**src/rtl/mcu_ctrl_pkg.sv**
```systemverilog
// Shared encodings for the MCU control unit: instruction classes, FSM states,
// ALU modes and status-register bit positions.
package mcu_ctrl_pkg;

  // Instruction classes (IR[15:12])
  localparam logic [3:0] CL_NOP   = 4'b0000;
  localparam logic [3:0] CL_ALU_M = 4'b0001;  // ACC <- ALU(ACC, M[addr])
  localparam logic [3:0] CL_ALU_W = 4'b0010;  // M[addr] <- ALU(ACC, M[addr])
  localparam logic [3:0] CL_ALU_I = 4'b0011;  // ACC <- ALU(ACC, imm)
  localparam logic [3:0] CL_JMP   = 4'b0100;
  localparam logic [3:0] CL_JCC   = 4'b0101;
  localparam logic [3:0] CL_HALT  = 4'b0110;

  typedef enum logic [2:0] {
    ST_IDLE,
    ST_FETCH,
    ST_DECODE,
    ST_EXEC,
    ST_HALT
  } state_e;

  // ALU modes that matter to the sequencer
  localparam logic [3:0] MODE_ADD  = 4'b0000;
  localparam logic [3:0] MODE_SUB  = 4'b0001;
  localparam logic [3:0] MODE_IDLE = 4'b0011;  // parked value when ALU unused
  localparam logic [3:0] MODE_C7   = 4'b0111;
  localparam logic [3:0] MODE_CF   = 4'b1111;

  // SR = {Z,C,S,O}
  localparam int SR_Z = 3;
  localparam int SR_C = 2;
  localparam int SR_S = 1;
  localparam int SR_O = 0;

  // Only these modes produce a meaningful carry out of the ALU
  function automatic logic mode_has_carry(input logic [3:0] m);
    return (m == MODE_ADD) || (m == MODE_SUB) || (m == MODE_C7) || (m == MODE_CF);
  endfunction

endpackage

```
**src/rtl/mcu_decode.sv**
```systemverilog
// Combinational instruction decoder: classifies IR and resolves branch conditions.
module mcu_decode
  import mcu_ctrl_pkg::*;
(
  input  logic [15:0] ir_i,
  input  logic [3:0]  sr_i,
  output logic        uses_mem_o,
  output logic        writes_mem_o,
  output logic        writes_acc_o,
  output logic        is_jump_o,
  output logic        jump_taken_o,
  output logic        is_halt_o,
  output logic        is_illegal_o,
  output logic        updates_carry_o
);

  logic [3:0] cls;
  logic [3:0] cond;
  logic       cond_bit;

  assign cls  = ir_i[15:12];
  assign cond = ir_i[11:8];

  // cond[1:0]: 00 Z, 01 C, 10 S, 11 O -> SR index 3 - cond[1:0]
  assign cond_bit = sr_i[2'd3 - cond[1:0]];

  // Class decode and branch resolution
  always_comb begin
    uses_mem_o      = (cls == CL_ALU_M) || (cls == CL_ALU_W);
    writes_mem_o    = (cls == CL_ALU_W);
    writes_acc_o    = (cls == CL_ALU_M) || (cls == CL_ALU_I);
    is_jump_o       = (cls == CL_JMP) || (cls == CL_JCC);
    jump_taken_o    = (cls == CL_JMP) || ((cls == CL_JCC) && (cond_bit ^ cond[3]));
    is_halt_o       = (cls == CL_HALT);
    is_illegal_o    = (cls > CL_HALT);
    updates_carry_o = (writes_acc_o || writes_mem_o) && mode_has_carry(cond);
  end

endmodule

```
**src/rtl/alu_sequencer.sv**
```systemverilog
// Multi-cycle FETCH/DECODE/EXEC sequencer for the 8-bit MCU. Owns PC, ACC, SR
// and IR; drives program/data memory and the external combinational ALU.
module alu_sequencer
  import mcu_ctrl_pkg::*;
#(
  parameter int          DW       = 8,
  parameter int          AW       = 8,
  parameter int          IW       = 16,
  parameter logic [AW-1:0] RESET_PC = '0
) (
  input  logic          clk,
  input  logic          rst_n,
  input  logic          start,
  output logic [AW-1:0] imem_addr,
  output logic          imem_rd,
  input  logic [IW-1:0] imem_data,
  output logic [AW-1:0] dmem_addr,
  output logic          dmem_rd,
  output logic          dmem_wr,
  output logic [DW-1:0] dmem_wdata,
  input  logic [DW-1:0] dmem_rdata,
  output logic [3:0]    alu_mode,
  output logic          alu_en,
  output logic [DW-1:0] alu_op1,
  output logic [DW-1:0] alu_op2,
  output logic [3:0]    alu_cflags,
  input  logic [DW-1:0] alu_out,
  input  logic [3:0]    alu_flags,
  output logic [DW-1:0] acc,
  output logic [3:0]    sr,
  output logic [AW-1:0] pc,
  output logic          busy,
  output logic          halted,
  output logic          illegal
);

  state_e        state_q, state_d;
  logic [AW-1:0] pc_q, pc_d;
  logic [DW-1:0] acc_q, acc_d;
  logic [3:0]    sr_q, sr_d;
  logic [IW-1:0] ir_q, ir_d;
  logic [IW-1:0] ir_cur;

  logic uses_mem, writes_mem, writes_acc, is_jump, jump_taken;
  logic is_halt, is_illegal, updates_carry;

  // In DECODE the instruction is still on imem_data; IR only holds it from EXEC on
  assign ir_cur = (state_q == ST_DECODE) ? imem_data : ir_q;

  mcu_decode u_dec (
    .ir_i            (ir_cur[15:0]),
    .sr_i            (sr_q),
    .uses_mem_o      (uses_mem),
    .writes_mem_o    (writes_mem),
    .writes_acc_o    (writes_acc),
    .is_jump_o       (is_jump),
    .jump_taken_o    (jump_taken),
    .is_halt_o       (is_halt),
    .is_illegal_o    (is_illegal),
    .updates_carry_o (updates_carry)
  );

  assign imem_addr  = pc_q;
  assign dmem_addr  = AW'(ir_cur[7:0]);
  assign alu_op1    = acc_q;
  assign alu_cflags = sr_q;
  assign acc        = acc_q;
  assign sr         = sr_q;
  assign pc         = pc_q;
  assign busy       = (state_q == ST_FETCH) || (state_q == ST_DECODE) || (state_q == ST_EXEC);
  assign halted     = (state_q == ST_HALT);

  // Architectural state register
  always_ff @(posedge clk or negedge rst_n) begin
    if (!rst_n) begin
      state_q <= ST_IDLE;
      pc_q    <= RESET_PC;
      acc_q   <= '0;
      sr_q    <= '0;
      ir_q    <= '0;
    end else begin
      state_q <= state_d;
      pc_q    <= pc_d;
      acc_q   <= acc_d;
      sr_q    <= sr_d;
      ir_q    <= ir_d;
    end
  end

  // Next-state and per-state strobes
  always_comb begin
    state_d    = state_q;
    pc_d       = pc_q;
    acc_d      = acc_q;
    sr_d       = sr_q;
    ir_d       = ir_q;
    imem_rd    = 1'b0;
    dmem_rd    = 1'b0;
    dmem_wr    = 1'b0;
    dmem_wdata = '0;
    alu_en     = 1'b0;
    alu_mode   = MODE_IDLE;
    alu_op2    = '0;
    illegal    = 1'b0;

    case (state_q)
      ST_IDLE, ST_HALT: begin
        if (start) begin
          state_d = ST_FETCH;
          pc_d    = RESET_PC;
        end
      end
      ST_FETCH: begin
        imem_rd = 1'b1;
        state_d = ST_DECODE;
      end
      ST_DECODE: begin
        ir_d    = imem_data;
        dmem_rd = uses_mem;
        state_d = ST_EXEC;
      end
      ST_EXEC: begin
        if (writes_acc || writes_mem) begin
          alu_en   = 1'b1;
          alu_mode = ir_q[11:8];
          alu_op2  = uses_mem ? dmem_rdata : DW'(ir_q[7:0]);
          sr_d[SR_Z] = alu_flags[SR_Z];
          sr_d[SR_S] = alu_flags[SR_S];
          sr_d[SR_O] = alu_flags[SR_O];
          if (updates_carry) sr_d[SR_C] = alu_flags[SR_C];
        end
        if (writes_acc) acc_d = alu_out;
        if (writes_mem) begin
          dmem_wr    = 1'b1;
          dmem_wdata = alu_out;
        end
        illegal = is_illegal;
        pc_d    = (is_jump && jump_taken) ? AW'(ir_q[7:0]) : pc_q + AW'(1);
        state_d = is_halt ? ST_HALT : ST_FETCH;
      end
      default: state_d = ST_IDLE;
    endcase
  end

endmodule

```
**config.mk**
```make
export PLATFORM = sky130hd
export DESIGN_NAME = alu_sequencer
export DESIGN_NICKNAME = d
export VERILOG_FILES = /design/src/rtl/mcu_ctrl_pkg.sv /design/src/rtl/mcu_decode.sv /design/src/rtl/alu_sequencer.sv
export SDC_FILE = /design/constraint.sdc
export NUM_CORES = 1
export LEC_CHECK = 0
export ABC_CLOCK_PERIOD_IN_PS = 5300
export CAP_MARGIN = 10
export CORE_ASPECT_RATIO = 0.9
export CORE_MARGIN = 5
export CORE_UTILIZATION = 44
export DETAILED_ROUTE_END_ITERATION = 6
export PLACE_DENSITY = 0.86
export SETUP_SLACK_MARGIN = 0.1
export SLEW_MARGIN = 5
export SYNTH_ARGS = -nofsm -noshare
export SYNTH_HDL_FRONTEND = slang
export SYNTH_SLANG_ARGS = --single-unit
```
**constraint.sdc**
```tcl
create_clock -name clk -period 5.3 [get_ports clk]
set_input_delay 0.795 -clock clk [delete_from_list [all_inputs] [get_ports clk]]
set_output_delay 0.795 -clock clk [all_outputs]
set_load 0.005 [all_outputs]
```
### Word-level counts from Yosys, hierarchy flattened

Index checks and enable logic that the tools add are counted.

| word-level totals | value |
|---|---|
| output and inout bits | 75 |
| bits of input ports | 39 |
| flip-flop bits (word level) | 39 |
| logic and storage cells | 69 |

| operators by class | value |
|---|---|
| add/sub/neg operators | 2 |
| reductions and logical operators | 21 |
| multiplexer cells | 23 |
| equal/unequal tests | 14 |
| $lt $le $gt $ge | 2 |
| bitwise gates (word level) | 1 |

Operator list:

| kind | count |
|---|---|
| $mux 8 | 7 |
| $eq 4x3->1 const B | 4 |
| $mux 16 | 1 |
| $pmux 8 s2 | 1 |
| $pmux 3 s4 | 1 |
| $logic_or 1x1->1 | 10 |
| $add 8x1->8 const B | 1 |
| $eq 4x1->1 const B | 2 |
| $eq 4x2->1 const B | 2 |
| $mux 1 | 8 |
| $mux 4 | 2 |
| $eq 3x2->1 const B | 2 |
| $mux 3 | 2 |
| $reduce_and 2->1 | 3 |
| $eq 4x4->1 const B | 1 |
| $gt 4x3->1 const B | 1 |
| $logic_not 4->1 | 1 |
| $eq 3x1->1 const B | 1 |
| $eq 3x3->1 const B | 1 |
| $logic_and 1x1->1 | 3 |
| $logic_not 3->1 | 1 |
| $lt 2x3->1 const B | 1 |
| $reduce_and 3->1 | 1 |
| $bmux 1 s2 | 1 |
| 5 further kinds | 5 |

### Depth between registers and ports, before layout

| depth | value |
|---|---|
| depth after elaboration | 11 |
| depth in mapped cells | 8 |
| gate-level depth less buffers | 7 |

### Modules after synthesis

From an unflattened synthesis, not the netlist that was laid out.

| unflattened totals | value |
|---|---|
| cells, all modules | 224 |
| area total of the unflattened synthesis | 2,280.9 um2 |

By module, submodules not included:

| module | area each (um2) | instances | cells an instance | sequential area each (um2) |
|---|---|---|---|---|
| alu_sequencer | 2,165.8 | 1 | 208 | 975.9 |
| mcu_decode | 115.1 | 1 | 16 | 0.0 |

### Worst setup path before layout

OpenSTA, ideal clock, no wires.

| timing path | value |
|---|---|
| path type | input to output |
| start point | input imem_data[15] |
| end point | output alu_mode[1] |
| path buffers | 2 |
| required time | 4.505 ns |
| arrival time | 2.180 ns |
| slack | 2.325 ns |
| stages | 7 |
| cells stage by stage | mux2i_1 inv_2 nor4_4 nor2b_4 buf_6 buf_6 or2_1 |

| on the way | value |
|---|---|
| longest elaborated chain between the ends | 6 |
| elaborated cells between the ends (all ways) | 8 |
| those cells by class | eq/ne (3); mux (3); reduce/logical (2) |

RTL lines:

| item | RTL line | text |
|---|---|---|
| start: declaration | alu_sequencer.sv:16 | `input logic [IW-1:0] imem_data,` |
| $mux 16 * | n/a |  |
| via ir_cur[15] | alu_sequencer.sv:42 | `logic [IW-1:0] ir_cur;` |
| $eq 4x1->1 or $eq 4x2->1 (tied branches) | mcu_decode.sv:31 | `writes_acc_o = (cls == CL_ALU_M) \|\| (cls == CL_ALU_I);` |
| $logic_or 1x1->1 | mcu_decode.sv:31 |  |
| $logic_or 1x1->1 * | alu_sequencer.sv:123 | `if (writes_acc \|\| writes_mem) begin` |
| $mux 4 * | alu_sequencer.sv:123 |  |
| $mux 4 * | alu_sequencer.sv:106 | `case (state_q)` |
| end: declaration | alu_sequencer.sv:22 | `output logic [3:0] alu_mode,` |

Mark *: on every way through the listed nets, which the timed path passes. The rest lies on a longest branch.

### Worst setup path after layout

| timing path | value |
|---|---|
| start point | register state_q[1] |
| end point | output alu_mode[0] |

| on the way | value |
|---|---|
| longest elaborated chain between the ends | 7 |
| elaborated cells between the ends (all ways) | 10 |
| those cells by class | eq/ne (5); mux (3); reduce/logical (2) |

RTL lines:

| item | RTL line | text |
|---|---|---|
| start: declaration | alu_sequencer.sv:37 | `state_e state_q, state_d;` |
| start signal: assignment | alu_sequencer.sv:82 | `state_q <= state_d;` |
| $eq 3x2->1 * | alu_sequencer.sv:48 | `assign ir_cur = (state_q == ST_DECODE) ? imem_data : ir_q;` |
| $mux 16 * | n/a |  |
| via ir_cur[15] | alu_sequencer.sv:42 |  |
| $eq 4x1->1 or $eq 4x2->1 (tied branches) | mcu_decode.sv:31 |  |
| $logic_or 1x1->1 | mcu_decode.sv:31 |  |
| $logic_or 1x1->1 * | alu_sequencer.sv:123 |  |
| $mux 4 * | alu_sequencer.sv:123 |  |
| $mux 4 * | alu_sequencer.sv:106 |  |

Marks and branches as above.

==> results.md <==
* Cts repair resizes at 0
* Total CTS buffers at 5
* Core ar. at 0.00522 mm2
* DRT iter0 DRCs at 94
* RR Startpoint: state_q[1]
* Initial antenna violation count at 0
* Drt wl/cell at 16.4 um
* Tot GR Track Use at 17.4%
* Routed vias/inst at 5.01
* Primary FF master, synth: dfrtp_1
* Largest family of logic cells by synthesized area: multiplexers
* XOR/XNOR share of the synthesized area at 1.11%
* Fmax at 237 MHz
* Switching portion of total power at 35.7%
* Hold Vio Cnt, Final at 0
* Worst skew pair latency at 0.28 ns
* Largest net degree at the start of global routing at 40
* Most frequent cells in the layout: clkdlybuf4s50_1 (112), dfrtp_1 (39), mux2_2 (21)
* Most common cell after layout, fill and taps aside: clkdlybuf4s50_1
* Storage cell area at 976 um2
* Critical Path AT at 3.43 ns
* Worst Path Required at 4.51 ns
* Die H at 79.6 um
* Tmin final at 4.23 ns
* Worst slew pin tran at 0.888 ns
* Syn Nets at 254
* Seq/Total Area, Yosys at 41.3%
* Core Util, Final at 65.1%
* Crit. End Element: output pin
* Filler cells at 416
* Mux cell area share after synthesis at 21.9%
* Final total power at 1.94 mW
* Synth-to-Final Area Change at 43.8%
* Max Cap Viol at 0
* Synth Area in Compound Gates at 6.72%
* Inserted Diodes at 0
* Starting Density at 45.3%
* Global-route wire length before repair at 9720 um
* Clk pwr share at 9.8%
* Count of input and output buffers at 113
* Leak Pwr at 1.44 nW
* Clk pin slew, worst setup/hold paths at 0.08 ns
* DIE WIDTH at 87.3 um
* Crit path from: state_q[1]
* CTS root buffer: clkbuf_8
* Vias at 1845
* Post-route ant nets at 0
* Sink Count at 39
* Async SR Flop Fraction at 100%
* Row count at 25
* Synth unique cells at 40
* Setup violations, final at 0
* Simple-gate area share of the yosys netlist at 15.6%
* Hold_buf cts at 0
* RePlAce Congestion at 0.839
* Internal power at 1.25 mW
* Seq pwr share at 30.7%
* Total Routed Length at 6020 um
* Synthesized cell area at 0.00236 mm2
* Final #Nets at 340
* Status: completed
* CTS tree: built
* DRC Markers at 0
* Gr ovfl total at 0
* Final Skew at 0.00783 ns
* Power Dens Cells at 570 mW/mm2
* Post-synthesis adder-cell area fraction at 0.529%
* Slew HR at 40.8%
* Crit Path Max Fanout at 20
* Fin Setup TNS at 0 ns
* DR pass1 iterations at 4
* Slew Viols, Final at 0
* HPWL after DPL at 4720 um
* Post-synthesis cell count at 214
* Peak VDD IR at 0.000282 V
* RSZ-0062 raised after global routing: no
* Multi-input gate area at 0.00108 mm2
* CP Launch Type: register
* I/O pins at 114
* Avg Cell Area, Syn at 11.1 um2
* Period utilization at 79.8%
* Postcts setup bufs at 0
* Layout cells sized above 1 at 14.6%
* Setup Crit Path Kind: reg2out
* Flops & latches, synth at 39
* CTS H-tree depth at 2
* CTS Buffer Depth at 2
* HP Start: acc[5]
* Worst hold path type: reg2reg
* Number of synthesized flops with an enable pin at 0
* Vias in the first global route at 1938
* Syn. warnings at 0
* Combinational fraction of design power at 59.5%
* Net Sw Power at 0.691 mW
* Die area at 0.00694 mm2
[final cells by class]
type,instances,area share (%)
clock buffers,7,2.25
clock inverters,1,0.147
inverters,9,0.994
multi-input cells,130,31.9
flip-flops and latches,39,28.7
well taps,67,2.47
repair buffers,115,33.6
[final timing paths]
kind	slack (ns)	cells after the start	endpoint
worst max-delay path	1.07	8	alu_mode[0]
worst min-delay path	0.53	1	acc[5]
worst max register to register	2.31	8	alu_cflags[2]
worst min register to register	0.53	1	acc[5]
max in group asynchronous	4.10	1	ir_q[3]
min in group asynchronous	0.63	1	imem_addr[7]
[cell families after synthesis]
| kind of cell | after synthesis |
|---|---|
| adders and majority gates | 1 |
| and+or+nand+nor | 58 |
| muxes | 45 |
| AOI/OAI and AO/OA | 23 |
| buffers and inverters | 45 |
| xor gates and xnor gates | 3 |
| DFF | 39 |
[routing by layer]
layer | track usage (%) | share of wire [%] | vias to the layer above
met3 | 3.82 | 5.9 | 4
met4 | 3.22 | 0.95 | 0
li1 | - | - | 877
met1 | 22.9 | 42 | 897
met5 | 0 | 0 | -
met2 | 29.4 | 51 | 67
[stage by stage]
| stage | cells | instance area (um2) | setup WS [ns] | hold slack [ns] |
|---|---|---|---|---|
| 3_5_place_dp | 360 | 3320 | 1.28 | 0.522 |
| 4_1_cts | 368 | 3400 | 1.02 | 0.539 |
| 6_report | 368 | 3400 | 1.07 | 0.535 |
| 5_1_grt | 368 | 3400 | 0.777 | 0.572 |
| 3_3_place_gp | 360 | 3320 | 1.33 | 0.512 |
| 2_1_floorplan | 214 | 2360 | 2.33 | 0.475 |
[sequential cells by signal (all words and copies together), names as in the netlist]
register / count
state_q: 3
imem_addr: 8
ir_q: 16
acc: 8
alu_cflags: 4
[cell usage after synthesis, drive strengths merged, types with 4 or more instances]
| cell type | instances | area share (%) |
|---|---|---|
| nand2 | 6 | 0.95 |
| mux2i | 18 | 7.6 |
| inv | 9 | 1.4 |
| o21ai | 8 | 1.7 |
| and3 | 5 | 1.3 |
| o2bb2ai | 6 | 2.2 |
| buf | 34 | 11 |
| and2 | 9 | 2.4 |
| mux2 | 25 | 12 |
| dfrtp | 39 | 41 |
| nor2b | 9 | 2.7 |
| nor2 | 12 | 1.9 |
| or2 | 4 | 1.2 |
[worst max-delay path, cell delays in order (launching register included)]
cell and delay, ns:
dfrtp_1 0.44, nor3b_4 0.28, buf_4 0.32, mux2i_1 0.44
inv_2 0.11, nor4_4 0.56, nor2b_4 0.20, or2_2 0.32
clkdlybuf4s50_1 0.45
[power groups by stage]
| stage | registers, mW | clock network (mW) | logic [mW] |
|---|---|---|---|
| floorplan | 0.563 | 0 | 0.750 |
| global placement | 0.593 | 0 | 1.14 |
| detailed placement | 0.603 | 0 | 1.16 |
| CTS | 0.597 | 0.194 | 1.17 |
| global route | 0.626 | 0.205 | 1.24 |
| finish | 0.595 | 0.191 | 1.15 |
Power figures use the tool's default switching activity.
==> RTL edit (same flow settings) <==
Take the reset off `sr_q` and `ir_q` and load them in a clocked block of their own.
--- a/src/rtl/alu_sequencer.sv
+++ b/src/rtl/alu_sequencer.sv
@@ -78,4 +78,2 @@
       acc_q   <= '0;
-      sr_q    <= '0;
-      ir_q    <= '0;
     end else begin
@@ -84,5 +82,8 @@
       acc_q   <= acc_d;
-      sr_q    <= sr_d;
-      ir_q    <= ir_d;
     end
+  end
+
+  always_ff @(posedge clk) begin
+    sr_q <= sr_d;
+    ir_q <= ir_d;
   end
Behaviour: differs if rst_n is asserted again (counterexample within 4 cycles, from zero or initial values and one cycle with rst_n low); with rst_n held inactive, the same outputs for 10 cycles.
==> RTL edit against the original RTL <==
- total power is 0.45% lower
- design area down 2.8%
- area after synthesis is 7.0% lower
- critical path type unchanged
- combinational power shrank 8%
- largest cell class unchanged
- wire length increased by 3.5%
- setup slack worse by 0.25 ns
- largest power group unchanged
- first-iteration DRC count grew 53%
- sequential cell count unchanged
- clock power grew 54%
==> RTL edit: results (changes against the original RTL) <==
* CTS root buf: clkbuf_8
* Worst slack, placed at 1.07 ns (-0.211 ns)
* DRT Wirelength at 6230 µm (+3.5%)
* Complex-gate fraction of the synthesized area at 0.0961 (+0.0289)
* Post-Syn Area per Cell at 8.94 µm² (-19%)
* Filler instances at 391 (-6.0%)
* Synth Net Count at 286 (+13%)
* Outcome: finished, final reports clean
* Post-synthesis mux area share at 0.0836 (-0.135)
* DRT iter0 DRCs at 144 (+53%)
* Placed wire-length estimate at 4770 µm (+1.2%)
* Worst hold start: ir_q[7]
* Placed cell count at 388 (+7.8%)
* Peak supply drop at 0.000271 V (-4.1%)
* Number of nets in the layout at 370 (+8.8%)
* Grt met3 use at 0.0686 (+0.0304)
* Worst Reg-to-Reg Cells at 6 (-2)
* Vias in the first global route at 2159 (+11%)
* P_leak at 1.32 nW (-7.9%)
* P_clk at 294 µW (+54%)
* Total GRT Usage at 0.190 (+0.0161)
* Reg2Reg Launch Point: state_q[0]
* Layout cells sized above 1 at 0.0785 (-0.0676)
* Largest net degree at the start of global routing at 20 (-50%)
* Yosys cell types at 43 (+7.5%)
* Crit-path max cell delay at 0.70 ns (+0.14 ns)
* First-pass GRT wire length at 10200 µm (+5.0%)
* Final Skew at 0.00546 ns (-0.00237 ns)
* Met2 WL at 3020 µm (-1.2%)
* P_sw at 753 µW (+9.0%)
* Min-Delay Path Depth at 2 (+1)
* Met2 GRT Util at 0.331 (+0.0366)
* Worst-Skew Late Latency at 0.30 ns (+0.02 ns)
* Slack of the worst reg-to-reg path at 2.20 ns (-0.11 ns)
* Largest cells by area after synthesis: dfrtp_1 (22%), dfxtp_1 (15%), buf_4 (9.6%)
* Worst Path Max Fanout at 19 (-5.0%)
* Slowest CP cell: nor4b_4
* Critical R2R Capture: imem_addr[2]
* M1 WL at 2570 µm (+0.71%)
* CP arrival at 3.69 ns (+0.26 ns)
* Min-Delay Endpoint: ir_q[7]
* Final Wtd Congestion at 0.819 (-2.4%)
* Vias at 2070 (+12%)
* Worst slew pin tran at 1.09 ns (+0.207 ns)
* Synth Area in XOR/XNOR at 0.0119 (+0.000834)
* Asr flop ratio synth at 0.487 (-0.513)
* GR Util met1 at 0.223 (-0.00645)
* Combinational fraction of design power at 0.549 (-0.046)
-- RTL edit: changes by cell type after synthesis, moves of 9 or more --
cell / unedited run / this run
nand2_1: 6 / 35
mux2_2: 21 / 9
dfxtp_1: 0 / 16
nand4_1: 0 / 9
nand3_1: 2 / 23
mux2i_1: 18 / 6
dfrtp_1: 39 / 19
-- RTL edit: cell type report --
cell class | instances | share of cell area
flip-flops and latches | 39 | 0.277
well taps | 65 | 0.0246
clock inverters | 2 | 0.0182
inverters | 13 | 0.0148
clock buffers | 6 | 0.0220
multi-input cells | 157 | 0.299
repair buffers | 114 | 0.344
-- RTL edit: metrics by stage --
stage / utilization / hold slack, ns / area (µm²) / power, mW
3_5_place_dp: 0.656 / 0.482 / 3170 / 1.64
5_1_grt: 0.684 / 0.528 / 3310 / 2.06
2_1_floorplan: - / 0.450 / 2200 / 1.20
4_1_cts: 0.684 / 0.494 / 3310 / 1.94
6_report: 0.684 / 0.493 / 3310 / 1.93
3_3_place_gp: 0.656 / 0.474 / 3170 / 1.59
-- RTL edit: worst register-to-register path, cell delays in order (launching register included) --
cell	delay (ns)
dfrtp_1	0.52
nor3b_4	0.23
buf_4	0.26
mux2i_1	0.72
o2111ai_1	0.74
a31oi_1	0.38
o211ai_1	0.11
-- RTL edit: worst max path at each step --
stage                  start          end  slack (ns)  cells after the start
4_1_cts           state_q[2]  alu_mode[0]        0.85                      6
5_1_grt           state_q[0]  alu_mode[0]        0.66                      8
3_5_place_dp   imem_data[14]  alu_mode[0]        1.07                      7
6_report          state_q[2]  alu_mode[0]        0.82                      6
2_1_floorplan     state_q[2]   alu_op2[0]        2.32                      7
3_3_place_gp   imem_data[14]  alu_mode[1]        1.22                      7
